==> src/rtl/pll_reset_seq_if.sv <==
// Signal bundle between the PLL lock/reset sequencer and its user.
// The sequencer side is the master; the downstream design is the slave.
interface pll_reset_seq_if #(
  parameter int NUM_CE = 2
);
  logic              pll_lock;
  logic              restart;
  logic              rst_out_n;
  logic              ready;
  logic              lock_lost;
  logic [7:0]        lost_count;
  logic [NUM_CE-1:0] ce;

  modport master (
    input  pll_lock,
    input  restart,
    output rst_out_n,
    output ready,
    output lock_lost,
    output lost_count,
    output ce
  );

  modport slave (
    output pll_lock,
    output restart,
    input  rst_out_n,
    input  ready,
    input  lock_lost,
    input  lost_count,
    input  ce
  );
endinterface

==> src/rtl/pll_reset_seq.sv <==
// PLL lock qualifier and downstream reset generator with
// lock-loss counting and divided clock-enable strobes.
module pll_reset_seq #(
  parameter int LOCK_FILTER = 16,
  parameter int HOLD_CYCLES = 1024,
  parameter int NUM_CE      = 2,
  parameter logic [NUM_CE*16-1:0] CE_DIVS = {16'd4, 16'd2}
) (
  input logic             clock,
  input logic             reset_n,
  pll_reset_seq_if.master bus
);

  localparam int MAXV =
    (LOCK_FILTER > HOLD_CYCLES) ? LOCK_FILTER : HOLD_CYCLES;
  localparam int CW = $clog2(MAXV) + 1;
  localparam logic [CW-1:0] F_END = CW'(LOCK_FILTER - 1);
  localparam logic [CW-1:0] H_END = CW'(HOLD_CYCLES - 1);

  typedef enum logic [1:0] {
    WAIT_LOCK,
    FILTER,
    HOLD,
    RUN
  } state_t;

  state_t        state;
  state_t        state_n;
  logic [CW-1:0] cnt;
  logic [CW-1:0] cnt_n;
  logic          lost_n;
  logic          sync1;
  logic          lock_s;
  logic          run_q;
  logic          lost_q;
  logic [7:0]    lost_cnt;
  logic [NUM_CE-1:0] ce_w;

  always_ff @(posedge clock or negedge reset_n) begin
    if (!reset_n) begin
      sync1  <= 1'b0;
      lock_s <= 1'b0;
    end else begin
      sync1  <= bus.pll_lock;
      lock_s <= sync1;
    end
  end

  always_ff @(posedge clock or negedge reset_n) begin
    if (!reset_n) begin
      state <= WAIT_LOCK;
      cnt   <= '0;
    end else begin
      state <= state_n;
      cnt   <= cnt_n;
    end
  end

  // Lock loss has priority over restart in every state.
  always_comb begin
    state_n = state;
    cnt_n   = cnt;
    lost_n  = 1'b0;
    unique case (state)
      WAIT_LOCK: begin
        cnt_n = '0;
        if (lock_s) state_n = FILTER;
      end
      FILTER: begin
        if (!lock_s) begin
          state_n = WAIT_LOCK;
          cnt_n   = '0;
        end else if (bus.restart) begin
          cnt_n = '0;
        end else if (cnt == F_END) begin
          state_n = HOLD;
          cnt_n   = '0;
        end else begin
          cnt_n = cnt + CW'(1);
        end
      end
      HOLD: begin
        if (!lock_s) begin
          state_n = WAIT_LOCK;
          cnt_n   = '0;
        end else if (bus.restart) begin
          cnt_n = '0;
        end else if (cnt == H_END) begin
          state_n = RUN;
          cnt_n   = '0;
        end else begin
          cnt_n = cnt + CW'(1);
        end
      end
      RUN: begin
        cnt_n = '0;
        if (!lock_s) begin
          state_n = WAIT_LOCK;
          lost_n  = 1'b1;
        end else if (bus.restart) begin
          state_n = HOLD;
        end
      end
    endcase
  end

  always_ff @(posedge clock or negedge reset_n) begin
    if (!reset_n) begin
      run_q    <= 1'b0;
      lost_q   <= 1'b0;
      lost_cnt <= '0;
    end else begin
      run_q  <= (state == RUN);
      lost_q <= lost_n;
      if (lost_n && lost_cnt != 8'hFF)
        lost_cnt <= lost_cnt + 8'd1;
    end
  end

  for (genvar k = 0; k < NUM_CE; k++) begin : g_ce
    localparam logic [15:0] DRAW = CE_DIVS[16*k +: 16];
    localparam logic [15:0] DIV =
      (DRAW == 16'd0) ? 16'd1 : DRAW;
    logic [15:0] ck;

    // Held at zero outside RUN so each RUN entry starts a fresh phase.
    always_ff @(posedge clock or negedge reset_n) begin
      if (!reset_n) begin
        ck <= '0;
      end else if (state == RUN && state_n == RUN) begin
        ck <= (ck == DIV - 16'd1) ? 16'd0 : ck + 16'd1;
      end else begin
        ck <= '0;
      end
    end

    assign ce_w[k] = (state == RUN) && (ck == DIV - 16'd1);
  end

  assign bus.rst_out_n  = run_q;
  assign bus.ready      = run_q;
  assign bus.lock_lost  = lost_q;
  assign bus.lost_count = lost_cnt;
  assign bus.ce         = ce_w;

endmodule

==> src/flat_wrapper.sv <==
// flat-port wrapper written by rule: the top's interface ports become plain ports
module pll_reset_seq_flat 
#(
  parameter int LOCK_FILTER = 16,
  parameter int HOLD_CYCLES = 1024,
  parameter int NUM_CE      = 2,
  parameter logic [NUM_CE*16-1:0] CE_DIVS = {16'd4, 16'd2}
)
  (clock, reset_n, bus_pll_lock, bus_restart, bus_rst_out_n, bus_ready, bus_lock_lost, bus_lost_count, bus_ce);
  pll_reset_seq_if #(.NUM_CE(NUM_CE)) bus_i ();
  input logic clock;
  input logic reset_n;
  input wire logic [$bits(bus_i.pll_lock)-1:0] bus_pll_lock;
  input wire logic [$bits(bus_i.restart)-1:0] bus_restart;
  output wire logic [$bits(bus_i.rst_out_n)-1:0] bus_rst_out_n;
  output wire logic [$bits(bus_i.ready)-1:0] bus_ready;
  output wire logic [$bits(bus_i.lock_lost)-1:0] bus_lock_lost;
  output wire logic [$bits(bus_i.lost_count)-1:0] bus_lost_count;
  output wire logic [$bits(bus_i.ce)-1:0] bus_ce;
  assign bus_i.pll_lock = bus_pll_lock;
  assign bus_i.restart = bus_restart;
  assign bus_rst_out_n = bus_i.rst_out_n;
  assign bus_ready = bus_i.ready;
  assign bus_lock_lost = bus_i.lock_lost;
  assign bus_lost_count = bus_i.lost_count;
  assign bus_ce = bus_i.ce;
  pll_reset_seq #(.LOCK_FILTER(LOCK_FILTER), .HOLD_CYCLES(HOLD_CYCLES), .NUM_CE(NUM_CE), .CE_DIVS(CE_DIVS)) u_core (.clock(clock), .reset_n(reset_n), .bus(bus_i));
endmodule
==> config.mk <==
export PLATFORM = sky130hd
export DESIGN_NAME = pll_reset_seq_flat
export DESIGN_NICKNAME = d
export VERILOG_FILES = /design/src/rtl/pll_reset_seq_if.sv /design/src/rtl/pll_reset_seq.sv /design/src/flat_wrapper.sv
export SDC_FILE = /design/constraint.sdc
export NUM_CORES = 1
export LEC_CHECK = 0
export BUFFER_PORTS_ARGS = -buffer_cell sky130_fd_sc_hd__buf_2
export CELL_PAD_IN_SITES_DETAIL_PLACEMENT = 0
export CELL_PAD_IN_SITES_GLOBAL_PLACEMENT = 1
export CORE_MARGIN = 2
export CORE_UTILIZATION = 51
export CTS_CLUSTER_DIAMETER = 80
export DETAILED_ROUTE_END_ITERATION = 10
export PLACE_DENSITY_LB_ADDON = 0.05
export SLEW_MARGIN = 20
export SYNTH_ARGS = -nofsm -noshare
export SYNTH_HDL_FRONTEND = slang
export SYNTH_SLANG_ARGS = --single-unit
==> constraint.sdc <==
create_clock -name clock -period 3.55 [get_ports clock]
set_input_delay 0.355 -clock clock [delete_from_list [all_inputs] [get_ports clock]]
set_output_delay 0.355 -clock clock [all_outputs]
set_load 0.02 [all_outputs]
---- Word-level counts from Yosys, hierarchy flattened ----
Cells that the tools add are included.
storage, ports and cells
  register bits after elaboration ......... 57
  bits of input ports ..................... 4
  output and inout port bits .............. 13
  logic and storage cells ................. 51
cells by class
  add/sub/neg operators ................... 4
  equal/unequal tests ..................... 9
  multiplexer cells ....................... 23
  reduce and logical (&&, ||, !) cells .... 6
operator list
  kind                   number
  $mux 11                6
  $mux 16                4
  $pmux 11 s3            1
  $add 16x1->16 const B  2
  $mux 2                 9
  $eq 16x1->1 const B    1
  $eq 16x2->1 const B    1
  $add 11x1->11 const B  1
  $eq 11x10->1 const B   1
  $eq 11x4->1 const B    1
  $add 8x1->8 const B    1
  $ne 8x8->1 const B     1
  $pmux 2 s4             1
  $eq 2x2->1 const B     3
  $logic_and 1x1->1      4
  $eq 2x1->1 const B     1
  $logic_not 2->1        1
  $mux 1                 2
  $reduce_or 2->1        1

---- Longest topological paths before layout ----
  depth after elaboration ................. 8
  depth in mapped cells ................... 7
  mapped depth without buffers ............ 6

---- Worst setup path before layout ----
Ideal clock, no wire load.
  path kind ............................... flip-flop to flip-flop
  start point ............................. register u_core.lost_cnt[0], in the netlist u_core.bus.lost_count[0]
  end point ............................... register u_core.lost_cnt[1], in the netlist u_core.bus.lost_count[1]
  setup time .............................. 0.125 ns
  arrival ................................. 1.734 ns
  setup slack ............................. 1.691 ns
  cell stages (with the launch flop) ...... 5
  path buffers ............................ 0
  period minus slack after synthesis ...... 1.859 ns
  cells stage by stage .................... dfrtp_1 -> ha_1 -> and3_1 -> a311oi_2 -> mux2_2
between the ends
  longest elaborated chain between the ends .. 2
  elaborated cells between the ends (all ways) .. 3
  those cells by class .................... add/sub (1); eq/ne (1); reduce/logical (1)
ends and longest elaborated chain
  element                                              RTL line              source
  start, declared                                      pll_reset_seq.sv:36   logic [7:0] lost_cnt;
  start signal, assigned                               pll_reset_seq.sv:116  lost_cnt <= lost_cnt + 8'd1;
  branches (longest 2 deep; another with $add 8x1->8)  --
Several ways; the timed one is not identified.
A chain may end at the register's enable or synchronous reset.

---- Worst setup path after layout ----
  start point ............................. register u_core.g_ce[1].ck[12]
  end point ............................... output port bus_ce[1]
between the ends
  longest elaborated chain between the ends .. 2
ends and longest elaborated chain
  element                 RTL line              source
  start, declared         pll_reset_seq.sv:124  logic [15:0] ck;
  start signal, assigned  pll_reset_seq.sv:131  ck <= (ck == DIV - 16'd1) ? 16'd0 : ck + 16'd1;
  $eq 16x2->1             pll_reset_seq.sv:137  assign ce_w[k] = (state == RUN) && (ck == DIV - 16'd1);
  $logic_and 1x1->1       pll_reset_seq.sv:137
  end, declared           flat_wrapper.sv:19    output wire logic [$bits(bus_i.ce)-1:0] bus_ce;
No other way between the ends.

==> results.ini <==
[status]
outcome=finished, final reports clean

[critical_path]
cp_data_required_time_ns=3.19
critical_path_buf_inv_count=1
critical_path.reg2reg.startpoint=u_core.cnt[0]$_DFF_PN0_
timing.rr.end=u_core.cnt[9]$_DFF_PN0_
critical_path_class=register to output pin
worst-path-max-fanout=4
timing.critical_path.arrival_ns=1.66
critical_path.top_delay_family=simple AND/OR/NAND/NOR gates
ff2ff_setup_slack_ns=1.62
critical_path.cell_chain=nor4_1 > nand4_1 > nor2_1 > buf_2
crit_path_start_kind=register
r2r.worst_path.cells=5
cp-end-kind=output pin
timing.critical_path.slowest_stage_cell=sky130_fd_sc_hd__dfrtp_1
max_stage_delay_on_crit_path_ns=0.43

[final_layout]
fraction_of_final_layout_cells_sized_beyond_drive_strength_1=0.1224
multi_input_area_um2=1207
mostFrequentLayoutCell=sky130_fd_sc_hd__dfrtp_1
top_library_cells_by_usage_in_the_layout_fill_and_taps_aside=sky130_fd_sc_hd__dfrtp_1 (57), sky130_fd_sc_hd__nor2_1 (55), sky130_fd_sc_hd__xnor2_1 (36)
area.growth.synth_to_final_pct=12.45
regArea_um2=1426
nets=298
diodes=0
nFillCells=454

[die]
ioPinCount=17
fp.dieArea_um2=5879
die_h_um=76.68
floorplan.initialDensity=0.5274
num_rows=26
design.core.area_um2=5107
floorplan.die.width_um=76.68

[clocking]
cts_num_sinks=57
clkLatencyLatePin_ns=0.33
ctsRootBufferMaster=sky130_fd_sc_hd__clkbuf_8
cts.repair.resized=0
number_of_buffers_inserted_by_hold_repair_at_cts=0
h_tree_lvls=3
clock_tree.buffer_depth=2
cts_tree=yes
number_of_buffers_added_by_the_clock_tree_synthesis_step=9
cts.repair_timing.setup_buffer_count=0
cts.clk_slew.worst_paths_ns=0.07

[global_routing]
number_of_global_route_vias_before_repair=1810
grt_pass1_wl_mm=8.452
grt.overflow.total=0
grt_use_total=0.1843
grt_start_max_net_pins=37
grt_antenna_before_repair=0

[logic_synthesis]
synth-warning-count=0
synthesis.nets=273
post_synth_inst_count=264
synth-seq-area-share=0.5295
synth-seq-cells=57
netlist_area_um2=2694
synth_cell_types=32
synthesis.area_per_instance_um2=10.20

[sta]
timing.final.max_slew_violations=0
hold_violation_total_from_the_final_report=0
final.period_utilization=0.5669
setup_total_negative_slack_ns=0
finalClockSkew_ns=0.009428
setup_repair_after_global_routing_missed_its_margin=no
setup_violations=0
finalWorstPathRequiredPeriod_ns=2.012
slew_headroom=0.4722
fmax_mhz=496.9
worst-slew-pin-transition_ns=0.7917

[placed_design]
port_buffers=16
dpl.hpwl_mm=3.115
gp_congestion=0.7571

[route]
initialDrtViolationCount=123
drt-total-wl_mm=4.670
drtPass1Iterations=4
detailroute.via_count=1863
avgViaCountPerCell=5.118
post_drt_wl_per_cell_um=12.83
drc=0
ant_nets=0

[min_path]
min_path_type=primary input to asynchronous set/reset pin

[pwr]
vdd_ir_drop_max_mv=0.2604
power.static_leakage_uw=0.001238
power_per_cell_area_nw_per_um2=399.6
power.total_uw=1211

[job]
maxCapViolations=0

-- registers in the layout, summed over array words and instances (netlist names) --
| register | flops |
|---|---|
| u_core.bus.lost_count | 8 |
| u_core.bus.ready | 1 |
| u_core.state | 2 |
| u_core.bus.lock_lost | 1 |
| u_core.g_ce.ck | 32 |
| u_core.sync1 | 1 |
| u_core.cnt | 11 |
| u_core.lock_s | 1 |
-- power breakdown --
part,leakage [µW],internal (µW),switching [µW]
sequential,0.000789,652,2.14
clock,0.0000867,291,244
combinational,0.000362,5.01,16.5
-- Yosys cell counts --
master                      instances  area (µm²)
sky130_fd_sc_hd__dfrtp_1           57        1426
sky130_fd_sc_hd__nor2_1            55       206.5
sky130_fd_sc_hd__xnor2_1           36       315.3
sky130_fd_sc_hd__nand2_1           15       56.30
sky130_fd_sc_hd__nor4_1            14       87.58
sky130_fd_sc_hd__inv_1             12       45.04
sky130_fd_sc_hd__nand3_1           11       55.05
sky130_fd_sc_hd__nand4_1           10       62.56
sky130_fd_sc_hd__nor3_1            10       50.05
sky130_fd_sc_hd__xor2_1             7       61.31
sky130_fd_sc_hd__ha_1               5       62.56
sky130_fd_sc_hd__and3_1             4       25.02
sky130_fd_sc_hd__nand2b_1           3       18.77
sky130_fd_sc_hd__nor3b_1            3       22.52
sky130_fd_sc_hd__a21oi_1            2       10.01
sky130_fd_sc_hd__clkbuf_1           2       7.510
sky130_fd_sc_hd__nand4_2            2       25.02
sky130_fd_sc_hd__or4_1              2       15.01
sky130_fd_sc_hd__a211oi_1           1       7.510
sky130_fd_sc_hd__a21o_1             1       7.510
sky130_fd_sc_hd__a22oi_4            1       21.27
sky130_fd_sc_hd__a311oi_2           1       15.01
sky130_fd_sc_hd__and4_1             1       8.760
sky130_fd_sc_hd__buf_4              1       7.510
sky130_fd_sc_hd__mux2_2             1       11.26
sky130_fd_sc_hd__nand3_4            1       17.52
sky130_fd_sc_hd__nand3b_1           1       7.510
sky130_fd_sc_hd__nand4bb_1          1       11.26
sky130_fd_sc_hd__o21a_1             1       7.510
sky130_fd_sc_hd__o21ai_0            1       5.000
sky130_fd_sc_hd__o31ai_1            1       7.510
sky130_fd_sc_hd__or3_1              1       6.260
-- routing by layer --
metal,part of all wire,vias up,track usage
li1,-,954,-
met1,0.51,885,0.2702
met2,0.45,18,0.2579
met3,0.029,6,0.04000
met4,0.011,0,0.09273
met5,0,-,0
-- layout make-up --
class                           count  share of cell area
Timing Repair Buffer               17             0.02891
Clock buffer                       14             0.05370
Inverter                           12             0.01487
Sequential cell                    57              0.4709
Clock inverter                      2            0.004131
Tap cell                           70             0.02891
Multi-Input combinational cell    192              0.3986
-- worst max path at each step --
stage / start / end / slack [ns] / depth (start not counted)
2_1_floorplan: u_core.bus.lost_count[0]$_DFFE_PN0P_ / u_core.bus.lost_count[1]$_DFFE_PN0P_ / 1.69 / 4
3_3_place_gp: u_core.cnt[0]$_DFF_PN0_ / u_core.cnt[5]$_DFF_PN0_ / 1.67 / 5
3_5_place_dp: u_core.cnt[0]$_DFF_PN0_ / u_core.cnt[5]$_DFF_PN0_ / 1.63 / 5
4_1_cts: u_core.g_ce[1].ck[12]$_DFF_PN0_ / bus_ce[1] / 1.51 / 4
5_1_grt: u_core.g_ce[1].ck[0]$_DFF_PN0_ / bus_ce[1] / 1.35 / 5
6_report: u_core.g_ce[1].ck[12]$_DFF_PN0_ / bus_ce[1] / 1.54 / 4
-- cells by family after synthesis --
kind of cell,after synthesis,synth area share
AO/OA/AOI/OAI,9,0.03019
XOR/XNOR,43,0.1398
adder cells (fa/ha/maj),5,0.02322
buffers and inverters,15,0.02230
flip-flops,57,0.5295
multiplexers,1,0.004180
AND/OR/NAND/NOR,134,0.2508
-- through the flow --
| step | cell area, µm² | std cells | setup slack [ns] | hold WS (ns) | util |
|---|---|---|---|---|---|
| 5_1_grt | 3029 | 364 | 1.354 | 0.1204 | 0.5931 |
| 4_1_cts | 3029 | 364 | 1.506 | 0.1274 | 0.5931 |
| 2_1_floorplan | 2694 | 264 | 1.691 | 0.05941 | - |
| 6_report | 3029 | 364 | 1.538 | 0.1040 | 0.5931 |
| 3_5_place_dp | 2854 | 348 | 1.631 | 0.3347 | 0.5588 |
| 3_3_place_gp | 2854 | 348 | 1.669 | 0.3332 | 0.5588 |
(Power assumes the default switching activity.)
